## src/rtl/regfile_wb_ctrl_pkg.sv

```systemverilog
// Shared types for the register-file writeback controller: widths, FSM states,
// round-robin source encoding and the writeback request payload.
package regfile_wb_ctrl_pkg;

    localparam int unsigned XLEN           = 32;
    localparam int unsigned REG_ADDR_WIDTH = 5;

    // Bit positions inside the arbiter grant vector
    localparam int unsigned GNT_CORE = 0;
    localparam int unsigned GNT_AUX  = 1;

    typedef enum logic {WB_INIT, WB_RUN} wb_state_e;
    typedef enum logic {RR_CORE, RR_AUX} wb_src_e;

    typedef struct packed {
        logic [REG_ADDR_WIDTH-1:0] rd;
        logic [XLEN-1:0]           data;
    } wb_req_t;

endpackage

```

## src/rtl/regfile_wb_ctrl_arb.sv

```systemverilog
// Two-way round-robin grant: combinational from the valids and the priority
// pointer, which lives in the parent.
module wb_rr_arbiter2
    import regfile_wb_ctrl_pkg::*;
(
    input  logic       core_valid,
    input  logic       aux_valid,
    input  wb_src_e    rr_ptr,
    output logic [1:0] grant,
    output logic       contended
);

    always_comb begin
        contended = core_valid && aux_valid;
        grant     = '0;
        if (contended) begin
            if (rr_ptr == RR_AUX) grant[GNT_AUX]  = 1'b1;
            else                  grant[GNT_CORE] = 1'b1;
        end else begin
            grant[GNT_CORE] = core_valid;
            grant[GNT_AUX]  = aux_valid;
        end
    end

endmodule

```

## src/rtl/regfile_wb_ctrl.sv

```systemverilog
// Owner of the register_file write port: optional post-reset init sweep
// (RF_WB_INIT_SWEEP_EN), then round-robin arbitration of core/aux writebacks.
module regfile_wb_ctrl
    import regfile_wb_ctrl_pkg::*;
#(
    parameter int unsigned     NUM_REGS   = 32,
    parameter logic [XLEN-1:0] INIT_VALUE = 32'h0000_0000
) (
    input  logic                      clk,
    input  logic                      rst,
    input  logic                      core_valid,
    output logic                      core_ready,
    input  logic [REG_ADDR_WIDTH-1:0] core_rd,
    input  logic [XLEN-1:0]           core_data,
    input  logic                      aux_valid,
    output logic                      aux_ready,
    input  logic [REG_ADDR_WIDTH-1:0] aux_rd,
    input  logic [XLEN-1:0]           aux_data,
    output logic                      init_done,
    output logic                      rf_we,
    output logic [REG_ADDR_WIDTH-1:0] rf_rd_addr,
    output logic [XLEN-1:0]           rf_wdata
);

    wb_src_e                   rr_ptr_q, rr_ptr_d;
    logic                      init_done_q;
    logic [1:0]                grant;
    logic                      contended;
    logic                      accept;
    wb_req_t                   win_req;
    logic                      rf_we_d;
    logic [REG_ADDR_WIDTH-1:0] rf_addr_d;
    logic [XLEN-1:0]           rf_wdata_d;

`ifdef RF_WB_INIT_SWEEP_EN
    localparam logic [REG_ADDR_WIDTH-1:0] LAST_ADDR = REG_ADDR_WIDTH'(NUM_REGS - 1);
    wb_state_e                 state_q, state_d;
    logic [REG_ADDR_WIDTH-1:0] cnt_q, cnt_d;
`endif

    wb_rr_arbiter2 u_arb (
        .core_valid (core_valid),
        .aux_valid  (aux_valid),
        .rr_ptr     (rr_ptr_q),
        .grant      (grant),
        .contended  (contended)
    );

    // Requesters are only served once init_done is registered high, so the
    // cycle carrying the last sweep write never overlaps an accept.
    assign core_ready = init_done_q && grant[GNT_CORE];
    assign aux_ready  = init_done_q && grant[GNT_AUX];
    assign accept     = core_ready || aux_ready;
    assign win_req    = grant[GNT_AUX] ? {aux_rd, aux_data} : {core_rd, core_data};
    assign init_done  = init_done_q;

    always_comb begin
        rf_we_d    = 1'b0;
        rf_addr_d  = rf_rd_addr;
        rf_wdata_d = rf_wdata;
        rr_ptr_d   = rr_ptr_q;
`ifdef RF_WB_INIT_SWEEP_EN
        state_d    = state_q;
        cnt_d      = cnt_q;
        if (state_q == WB_INIT) begin
            rf_we_d    = 1'b1;
            rf_addr_d  = cnt_q;
            rf_wdata_d = INIT_VALUE;
            cnt_d      = cnt_q + 1'b1;
            if (cnt_q == LAST_ADDR) state_d = WB_RUN;
        end else
`endif
        if (accept) begin
            // x0 requests complete the handshake but never write
            rf_we_d    = (win_req.rd != '0);
            rf_addr_d  = win_req.rd;
            rf_wdata_d = win_req.data;
            if (contended) rr_ptr_d = grant[GNT_CORE] ? RR_AUX : RR_CORE;
        end
    end

    always_ff @(posedge clk) begin
        if (rst) begin
            rf_we       <= 1'b0;
            rf_rd_addr  <= '0;
            rf_wdata    <= '0;
            init_done_q <= 1'b0;
            rr_ptr_q    <= RR_CORE;
`ifdef RF_WB_INIT_SWEEP_EN
            state_q     <= WB_INIT;
            cnt_q       <= REG_ADDR_WIDTH'(1);
`endif
        end else begin
            rf_we       <= rf_we_d;
            rf_rd_addr  <= rf_addr_d;
            rf_wdata    <= rf_wdata_d;
            rr_ptr_q    <= rr_ptr_d;
`ifdef RF_WB_INIT_SWEEP_EN
            state_q     <= state_d;
            cnt_q       <= cnt_d;
            init_done_q <= (state_q == WB_RUN);
`else
            init_done_q <= 1'b1;
`endif
        end
    end

endmodule

```

## config.mk

```make
export PLATFORM = sky130hd
export DESIGN_NAME = regfile_wb_ctrl
export DESIGN_NICKNAME = d
export VERILOG_FILES = /design/src/rtl/regfile_wb_ctrl_pkg.sv /design/src/rtl/regfile_wb_ctrl_arb.sv /design/src/rtl/regfile_wb_ctrl.sv
export SDC_FILE = /design/constraint.sdc
export NUM_CORES = 1
export LEC_CHECK = 0
export CAP_MARGIN = 20
export CORE_MARGIN = 1.5
export CORE_UTILIZATION = 39
export DETAILED_ROUTE_END_ITERATION = 8
export PLACE_DENSITY = 0.82
export SYNTH_ARGS = -nofsm -noshare
export SYNTH_HDL_FRONTEND = slang
export SYNTH_SLANG_ARGS = --single-unit
```

## constraint.sdc

```tcl
create_clock -name clk -period 2.85 [get_ports clk]
set_input_delay 0.4275 -clock clk [delete_from_list [all_inputs] [get_ports clk]]
set_output_delay 0.4275 -clock clk [all_outputs]
set_load 0.03 [all_outputs]
```

* Word-level counts from Yosys, hierarchy flattened *
Index checks and enable logic that the tools add are counted.

cells by class
  multipliers = 0
  reductions and logical operators = 7
  shift operators = 0
  eq/ne operators = 0
  add/sub/neg operators = 0
  $lt $le $gt $ge = 0
  divide/modulo/power cells = 0
  bitwise logic cells = 1
  muxes and demuxes = 6

operators with widths
  cell                 number
  37-bit 2-to-1 mux    1
  5-bit nonzero test   1
  1-bit 2-to-1 mux     4
  1-bit logical AND    3
  2-bit 2-to-1 mux     1
  2-bit AND reduction  1
  2-bit OR reduction   1
  1-bit logical OR     1
  1-bit NOT            1

word-level totals
  bits in writable memories = 0
  register bits after elaboration = 40
  latch bits = 0
  word-level logic and storage cells = 19
  output and inout port bits = 41
  bits in read-only memories = 0
  bits of input ports = 78
  memories = 0

* Depth between registers and ports, before layout *
  depth in word-level cells = 6
  depth in mapped cells = 6

* By module *
A second synthesis with hierarchy kept.

unflattened totals
  cells, all modules = 185
  area, all modules = 1956.9 um^2

by module, submodules not included
  module           area each (um^2)  cells an instance  sequential area each (um^2)  times used
  regfile_wb_ctrl  1931.9            181                800.8                        1
  wb_rr_arbiter2   25.0              4                  0.0                          1

* Worst setup path before layout *
OpenSTA, ideal clock, no wires.

  path kind = input-to-output
  from = input aux_valid
  to = output core_ready
  required time = 2423 ps
  path buffers = 2
  data arrival time = 1283 ps
  path slack = 1139 ps
  cell stages on the path = 3
  path through = buf_4 > clkbuf_1 > a21oi_1

on the way
  longest elaborated chain between the ends = 3

RTL lines
  what               RTL line                   RTL
  start, declared    regfile_wb_ctrl.sv:15      input logic aux_valid,
  1-bit logical AND  regfile_wb_ctrl_arb.sv:14  contended = core_valid && aux_valid;
  2-bit 2-to-1 mux   regfile_wb_ctrl_arb.sv:16  if (contended) begin
  1-bit logical AND  regfile_wb_ctrl.sv:51      assign core_ready = init_done_q && grant[GNT_CORE];
  end, declared      regfile_wb_ctrl.sv:12      output logic core_ready,

No other way between the ends.

* Worst setup path in the final report *
  from = input aux_valid
  to = output aux_ready

on the way
  longest elaborated chain between the ends = 3

RTL lines
  what                   RTL line                   RTL
  1-bit logical AND      regfile_wb_ctrl_arb.sv:14
  2-bit 2-to-1 mux (*)   regfile_wb_ctrl_arb.sv:16
  1-bit logical AND (*)  regfile_wb_ctrl.sv:52      assign aux_ready = init_done_q && grant[GNT_AUX];
  end, declared          regfile_wb_ctrl.sv:16      output logic aux_ready,

Every way passes the cells marked *; elsewhere a longest branch is shown, timed or not.

==> metrics <==
status complete, no violations; Post-CTS Setup Inserts 0; Final Cycle Share 0.787; Antenna Cells 0; DPL Wire Length 4.30 mm; first-pass GRT wire length 9.87 mm; Slew HR 0.453; Max IR drop VDD 301 uV; Max-Cap Viols 0; worst r2r src init_done; CTS tree built; Fin. Hold Viols 0; synth-to-layout area growth 65.8%; setup total negative slack 0 ns; Setup violations, final 0; Cell Rows 24; RSZ-0062 raised after global routing no; IO Port Bufs 118; root buf cell clkbuf_8; largest net degree at the start of global routing 39; crit-path max FO 23; P_leak 1.12 nW; initial antenna violation count 0; worst skew pair latency 0.28 ns; most frequent cells in the layout 116 x clkdlybuf4s50_1, 49 x o21ai_0, 40 x dfxtp_1; DP Worst Slack 0.389 ns; CTS buffer count 5; Total Routing Usage GR 0.238; pwr/cell area 474 nW/um2; DRT Wirelength 6.37 mm; DR vias/cell 5.81; min-delay src rf_wdata[13]; cells after synthesis 233; most common cell after layout, fill and taps aside clkdlybuf4s50_1; Worst Tran Pin Value 0.820 ns; Reg clk slew, reported paths 0.07 ns; Critical Path AT 1.82 ns; post-cts resize count 0; antenna viol nets, final 0; clk sinks 40; final worst setup slack 0.607 ns; RePlAce Congestion 0.779; Reg-to-Reg End rf_rd_addr[3]; register area share after synthesis 0.430; Die H 72.1 um; grt total ovfl 0; layout cell share with drive strength beyond 1 0.0560; skew final 0.00177 ns; I/O pins 119; Critical Path RT 2.42 ns; Slew Limit Fails 0; fill count 380; worst setup path class in -> out; chip width 72.1 um; endpoint class of the critical path primary output; total die area 5200 um2; Synth Cell Area 1860 um2; Vias 2,270; CP startpoint aux_valid; core area 4470 um2; initial core utilization 0.417; post-synth cell types 23; Hold EP rf_wdata[13]; CTS Hold Bufs 0; Avg Synthesized Cell Area 8.00 um2; initial DRC count 185; Yosys reg bits 40; WL per Instance 16.3 um; vias in the first global route 2,073; Min-Delay Path Depth 2; CTS H-tree lvls 2; CP Launch Type input port; Hold Path Class reg -> reg; FMAX 446 MHz; R2R depth 4; 1st-pass router iterations 4; Yosys Warn Count 0; flop2flop setup slack 1.37 ns; Final min period 2.24 ns; Final nets 416; clk buf depth 2; syn nets 311; DRC 0
## per-layer routing
metal / vias to the layer above / wire length [um] / global-route usage
met5: - / 0 / 0
met4: 0 / 63 / 0.0692
met3: 6 / 571 / 0.0542
met2: 133 / 2910 / 0.386
met1: 1047 / 2820 / 0.318
li1: 1084 / - / -
## Yosys cell counts, drive strengths merged
cell type | count | area (um2)
o21ai | 75 | 379
dfxtp | 40 | 801
a21oi | 38 | 190
a31oi | 37 | 231
buf | 18 | 124
clkbuf | 10 | 41.3
inv | 2 | 7.51
nor4 | 2 | 12.5
or4 | 2 | 15.0
a211oi | 1 | 12.5
and2b | 1 | 7.51
and3 | 1 | 6.26
nand2 | 1 | 3.75
nand2b | 1 | 6.26
nand3 | 1 | 5.00
nor2 | 1 | 3.75
o21a | 1 | 8.76
xor2 | 1 | 8.76
## power breakdown
part / internal, mW / switching [mW]
combinational: 0.217 / 0.237
clock: 0.198 / 0.187
sequential: 0.603 / 0.0230
## critical path: stages
cell and delay, ns:
clkdlybuf4s50_1 0.68, buf_4 0.33, and3_1 0.21, buf_4 0.16
## sequential cells by signal (all words and copies together), names as in the netlist
| signal | count |
|---|---|
| rr_ptr_q | 1 |
| rf_wdata | 32 |
| rf_we | 1 |
| rf_rd_addr | 5 |
| init_done | 1 |
## cell families after synthesis
group | synth area share
compound gates | 0.441
xor+xnor | 0.00470
buf+inv | 0.0926
flops | 0.430
simple gates | 0.0322
## worst max-delay path by stage
stage	endpoint	slack, ns
6_report	aux_ready	0.61
5_1_grt	rf_rd_addr[3]	0.50
4_1_cts	aux_ready	0.62
3_5_place_dp	rf_wdata[2]	0.39
3_3_place_gp	rf_wdata[26]	0.47
2_1_floorplan	core_ready	1.14
## area by class of cell
type                    count  area (um2)  share of cell area
flip-flops and latches     40         801               0.259
multi-input cells         163         891               0.288
clock buffers               8        90.1              0.0291
repair buffers            126        1240               0.400
well taps                  52        65.1              0.0211
inverters                   2        7.51             0.00243
## through the flow
step,std cells,util,instance area (um2),total power [mW],hold WS [ns]
finish,391,0.691,3090,1.46,0.519
CTS,391,0.691,3090,1.47,0.520
global route,391,0.691,3090,1.53,0.532
detailed placement,383,0.671,3000,1.09,0.511
floorplan,233,-,1860,0.867,0.500
global placement,383,0.671,3000,1.08,0.503
Note: power is estimated with default switching activity, not from simulation.
